<file path="config.mk">
export PLATFORM = sky130hd
export DESIGN_NAME = booth_issue
export DESIGN_NICKNAME = d
export VERILOG_FILES = /design/src/rtl/booth_issue.sv
export SDC_FILE = /design/constraint.sdc
export NUM_CORES = 1
export LEC_CHECK = 0
export BUFFER_PORTS_ARGS = -buffer_cell sky130_fd_sc_hd__buf_2
export CAP_MARGIN = 40
export CELL_PAD_IN_SITES_DETAIL_PLACEMENT = 0
export CELL_PAD_IN_SITES_GLOBAL_PLACEMENT = 1
export CORE_MARGIN = 5
export CORE_UTILIZATION = 46
export DETAILED_ROUTE_END_ITERATION = 16
export PLACE_DENSITY_LB_ADDON = 0.2
export SETUP_SLACK_MARGIN = 0.05
export SYNTH_ARGS = -nofsm -noshare
export SYNTH_HDL_FRONTEND = slang
export SYNTH_SLANG_ARGS = --single-unit
</file>
<file path="constraint.sdc">
create_clock -name clk -period 2.34 [get_ports clk]
set_input_delay 0.117 -clock clk [delete_from_list [all_inputs] [get_ports clk]]
set_output_delay 0.117 -clock clk [all_outputs]
set_load 0.005 [all_outputs]
</file>
<file path="src/rtl/booth_issue.sv">
// booth_issue: operand-issue front end for a radix-2 Booth multiplier.
// Buffers signed operand pairs in a small FIFO and issues one multiplication
// at a time (start pulse, operands held stable). It then captures the 2W-bit
// {A,Q} product and offers it on a valid/ready result port.
// Optional feature macro: BOOTH_ZERO_BYPASS_EN. When it is defined, a head
// entry with a zero operand completes directly with a zero product and
// never starts the multiplier.
module booth_issue #(
    parameter int WIDTH = 16,
    parameter int DEPTH = 4
) (
    input  logic                      clk,
    input  logic                      rst,
    input  logic                      in_valid,
    output logic                      in_ready,
    input  logic signed [WIDTH-1:0]   in_m,
    input  logic signed [WIDTH-1:0]   in_q,
    output logic                      mul_start,
    output logic signed [WIDTH-1:0]   mul_m,
    output logic signed [WIDTH-1:0]   mul_q,
    input  logic                      mul_done,
    input  logic signed [2*WIDTH-1:0] mul_prod,
    output logic                      out_valid,
    input  logic                      out_ready,
    output logic signed [2*WIDTH-1:0] out_prod,
    output logic                      busy,
    output logic [$clog2(DEPTH):0]    fifo_count
);

    localparam int PW = $clog2(DEPTH);
    localparam int CW = PW + 1;
    localparam logic [PW-1:0] PTR_ONE  = PW'(1);
    localparam logic [CW-1:0] CNT_ONE  = CW'(1);
    localparam logic [CW-1:0] CNT_FULL = CW'(DEPTH);

    typedef enum logic [1:0] {
        S_IDLE  = 2'd0,
        S_ISSUE = 2'd1,
        S_WAIT  = 2'd2,
        S_DRAIN = 2'd3
    } state_t;

    // Operand storage (data only, never reset)
    logic signed [WIDTH-1:0] r_mem_m [DEPTH];
    logic signed [WIDTH-1:0] r_mem_q [DEPTH];

    // FIFO control
    logic [PW-1:0] r_wr_ptr;
    logic [PW-1:0] r_rd_ptr;
    logic [CW-1:0] r_count;

    // Issue FSM and its registered outputs
    state_t                    r_state;
    logic                      r_mul_start;
    logic signed [WIDTH-1:0]   r_mul_m;
    logic signed [WIDTH-1:0]   r_mul_q;
    logic                      r_out_valid;
    logic signed [2*WIDTH-1:0] r_out_prod;
    logic                      r_busy;

    logic                      w_empty;
    logic                      w_push;
    logic                      w_pop;
    logic                      w_zero_head;
    logic signed [WIDTH-1:0]   w_head_m;
    logic signed [WIDTH-1:0]   w_head_q;

    // in_ready is a function of the occupancy only, never of in_valid
    assign in_ready   = (r_count != CNT_FULL);
    assign w_empty    = (r_count == '0);
    assign w_push     = in_valid && in_ready;
    // Pop only when leaving IDLE with something queued
    assign w_pop      = (r_state == S_IDLE) && !w_empty;
    assign w_head_m   = r_mem_m[r_rd_ptr];
    assign w_head_q   = r_mem_q[r_rd_ptr];

`ifdef BOOTH_ZERO_BYPASS_EN
    assign w_zero_head = (w_head_m == '0) || (w_head_q == '0);
`else
    assign w_zero_head = 1'b0;
`endif

    assign mul_start  = r_mul_start;
    assign mul_m      = r_mul_m;
    assign mul_q      = r_mul_q;
    assign out_valid  = r_out_valid;
    assign out_prod   = r_out_prod;
    assign busy       = r_busy;
    assign fifo_count = r_count;

    // Write accepted operand pairs into the slot under the write pointer
    always_ff @(posedge clk) begin
        if (w_push) begin
            r_mem_m[r_wr_ptr] <= in_m;
            r_mem_q[r_wr_ptr] <= in_q;
        end
    end

    // FIFO pointers and occupancy; a simultaneous push and pop cancel out
    always_ff @(posedge clk or negedge rst) begin
        if (!rst) begin
            r_wr_ptr <= '0;
            r_rd_ptr <= '0;
            r_count  <= '0;
        end else begin
            if (w_push) begin
                r_wr_ptr <= r_wr_ptr + PTR_ONE;
            end
            if (w_pop) begin
                r_rd_ptr <= r_rd_ptr + PTR_ONE;
            end
            if (w_push && !w_pop) begin
                r_count <= r_count + CNT_ONE;
            end else if (!w_push && w_pop) begin
                r_count <= r_count - CNT_ONE;
            end
        end
    end

    // Issue FSM: IDLE -> ISSUE -> WAIT -> DRAIN -> IDLE, one job in flight
    always_ff @(posedge clk or negedge rst) begin
        if (!rst) begin
            r_state     <= S_IDLE;
            r_mul_start <= 1'b0;
            r_mul_m     <= '0;
            r_mul_q     <= '0;
            r_out_valid <= 1'b0;
            r_out_prod  <= '0;
            r_busy      <= 1'b0;
        end else begin
            r_mul_start <= 1'b0;
            case (r_state)
                S_IDLE: begin
                    if (!w_empty) begin
                        r_busy <= 1'b1;
                        if (w_zero_head) begin
                            // Zero operand: product is known, skip the multiplier
                            r_out_prod  <= '0;
                            r_out_valid <= 1'b1;
                            r_state     <= S_DRAIN;
                        end else begin
                            r_mul_m     <= w_head_m;
                            r_mul_q     <= w_head_q;
                            r_mul_start <= 1'b1;
                            r_state     <= S_ISSUE;
                        end
                    end
                end
                S_ISSUE: begin
                    r_state <= S_WAIT;
                end
                S_WAIT: begin
                    if (mul_done) begin
                        r_out_prod  <= mul_prod;
                        r_out_valid <= 1'b1;
                        r_state     <= S_DRAIN;
                    end
                end
                S_DRAIN: begin
                    if (out_ready) begin
                        r_out_valid <= 1'b0;
                        r_busy      <= 1'b0;
                        r_state     <= S_IDLE;
                    end
                end
                default: begin
                    r_state <= S_IDLE;
                    r_busy  <= 1'b0;
                end
            endcase
        end
    end

endmodule

</file>
==> results.md <==
* Status: complete, no violations
* Nature of the critical path endpoint: flop
* Worst setup path end: busy$_DFFE_PN0P_
* Max cap viols at 0
* First-pass GRT wire length at ~26,000 um
* Max Clock Skew at around 0.011 ns
* Drt first pass iters at 6
* EDFF count, synth at ~130
* Top cells by area, synth: edfxtp_1 50%, dfrtp_1 25%, mux4_2 9.4%
* Initial Util at approximately 47%
* Fin. Hold Viols at 0
* RD Place Congestion at roughly 0.73
* Kind of critical path: reg -> reg
* Post-cts repair resize count at 0
* Slew margin rel. at between 50 and 60%
* Arrival time at the worst endpoint at between 2 and 2.5 ns
* Total Wirelength at between 15,000 and 20,000 um
* Post-DP HPWL at between 9000 and 10,000 um
* Post-Syn Nets at between 500 and 600
* Post-CTS setup buffer count at 0
* Synthesized instance count at approximately 430
* TritonCTS clock tree: done
* #FFs+latches synth at 204
* Hold path depth at 4
* Port Buf Inserts at about 140
* Die Area at between 0.015 and 0.02 sq mm
* Pwr dens at about 1300 mW/mm^2
* Fmax at between 500 and 600 MHz
* # rows at 47
* Tightest Pin Transition at roughly 0.61 ns
* Clk buf depth at 3
* Cell count after placement at 790
* Hold_buf cts at 67
* Final ANT Viol Nets at 0
* Post-synthesis cell area at between 0.007 and 0.008 sq mm
* Synth Area per Inst at ~18 sq um
* Synth-to-layout area growth at 30.8%
* Unique cell type count in the Yosys netlist at 26
* Share of layout cells above drive strength 1 at between 30% and 40%
* Fin util at between 60% and 70%
* Routed vias at between 4k and 5k
* Max-slew violation count at 0
* CP max FO at 34
* Worst setup SP type: flop
* Worst-Skew Late Latency at ~0.5 ns
* WP data required at between 2 and 3 ns
* Leakage at approximately 4.2 nW
* Commonest non-fill, non-tap cell in the layout: buf_2
* Warnings, synthesis at 0
* Async set-reset flop share out of synthesis at 37.3%
* Number of global-route vias before repair at between 4k and 5k
* Gr usage total at approximately 17%
* Post-Layout Cell Count at between 800 and 900
* Die Y at roughly 140 um
* Congestion Overflow GR at 0
* VDD IR max at approximately 0.76 mV
* # clock sinks at 204
* Filler cells at 1,242
* Setup TNS at 0 ns
* Initial antenna violation count at 0
* Clk root buf: clkbuf_16
* Via density at slightly below 5
* Post-route DRC at 0
* Overall power at approximately 13 mW
* Core ar. at approximately 0.017 sq mm
* Dominant cell type by area after synthesis: edfxtp_1
* Final period util at between 80 and 90%
* RSZ-0062 raised after global routing: false
* Top FF cell, synth: edfxtp_1
* Crit path from: r_state[1]$_DFFE_PN0P_
* Fin crit period at just under 2 ns
* Largest net degree at the start of global routing at 46
* Layout net count at roughly 740
* Hold Path Class: in -> reg
* Register area share after synthesis at 74.7%
* Worst r2r src: r_state[1]$_DFFE_PN0P_
* Width of the chip at roughly 140 um
* N_diodes at 0
* Reg2Reg Depth at 8
* H-Tree Depth at 1
* Initial drt markers at 136
* Yosys top cell area share at about 50%
* Most frequent cells in the layout: 138 x buf_2, 128 x edfxtp_1, 100 x nand2_1
* Num ports at 140
* Num CTS Buffers at 21
* Capturing point of the worst reg2reg path: busy$_DFFE_PN0P_
* Post-DR wirelength/cell at between 15 and 20 um
* Clock transition at path regs at 0.06 ns
* Final setup vio count at 0
* Reg2Reg Setup Slack at roughly 0.35 ns
-- cell type report --
class,count,area (sq um),area share (%)
clock inverters,6,77.6,0.771
flip-flops and latches,204,5750,57.1
multi-input cells,202,1820,18.0
well taps,220,275,2.73
inverters,7,26.3,0.261
repair buffers,224,1530,15.2
clock buffers,31,594,5.90
-- synth_stat cells, drive strengths merged (2+ instances only) --
library cell and instances:
dfrtp 76, buf 17, nor2 4, inv 7
ha 9, o21ai 2, mux4 32, edfxtp 128
nand2 100, and2 4, mux2 35, xor2 2
xnor2 4
-- kinds of logic (layout without fill, tap and decap cells) --
| family | Yosys count | in the layout | share of synthesized area, % |
|---|---|---|---|
| XOR/XNOR | 6 | 6 | 0.683 |
| adder cells (fa/ha/maj) | 10 | 10 | 1.72 |
| flip-flops | 204 | 204 | 74.7 |
| AO/OA/AOI/OAI | 7 | 7 | 0.894 |
| AND/OR/NAND/NOR | 111 | 111 | 5.61 |
| buffers and inverters | 25 | 268 | 1.82 |
| multiplexers | 68 | 68 | 14.6 |
-- critical path, stage by stage (launching register included) --
cell	delay, ns
dfrtp_1	0.39
inv_1	0.08
ha_1	0.24
o31ai_4	0.09
buf_4	0.43
inv_2	0.21
buf_4	0.26
nor2_1	0.11
a31oi_1	0.05
-- worst min path at each step --
stage	startpoint	endpoint	slack, ns
after floorplan	rst	busy$_DFFE_PN0P_	-0.18
after global placement	rst	out_prod[3]$_DFFE_PN0P_	0.17
after detailed placement	rst	out_prod[10]$_DFFE_PN0P_	0.17
after CTS	in_valid	r_wr_ptr[0]$_DFFE_PN0P_	0.14
after global routing	in_valid	r_wr_ptr[0]$_DFFE_PN0P_	0.18
final	in_valid	r_wr_ptr[0]$_DFFE_PN0P_	0.14
-- sequential cells by signal, summed over array words and instances (netlist names) --
signal / count
mul_m: 16
out_valid: 1
busy: 1
fifo_count: 3
r_rd_ptr: 2
r_mem_m: 64
mul_q: 16
r_state: 2
mul_start: 1
r_wr_ptr: 2
out_prod: 32
r_mem_q: 64
-- power breakdown --
part / switching [mW] / total (mW) / leakage, nW / internal [mW]
clock network: 1.25 / 3.23 / 0.327 / 1.97
registers: 0.578 / 5.59 / 2.08 / 5.01
logic: 1.91 / 3.84 / 1.76 / 1.93
total: 3.74 / 12.7 / 4.17 / 8.92
-- stage by stage --
step | hold slack, ns | setup WS (ns) | area, sq um
floorplan | -0.179 | 0.161 | 7700
global placement | 0.166 | 0.456 | 8720
detailed placement | 0.172 | 0.355 | 8720
CTS | 0.136 | 0.339 | 10100
global route | 0.176 | 0.155 | 10100
finish | 0.142 | 0.351 | 10100
-- per-layer routing --
metal	part of all wire, %	GRT usage, %	up-vias
li1	-	-	2037
met5	0	0	-
met3	6.9	4.43	27
met1	44	22.3	2170
met2	47	27.5	139
met4	2.1	4.53	0
Power figures use the tool's default switching activity.
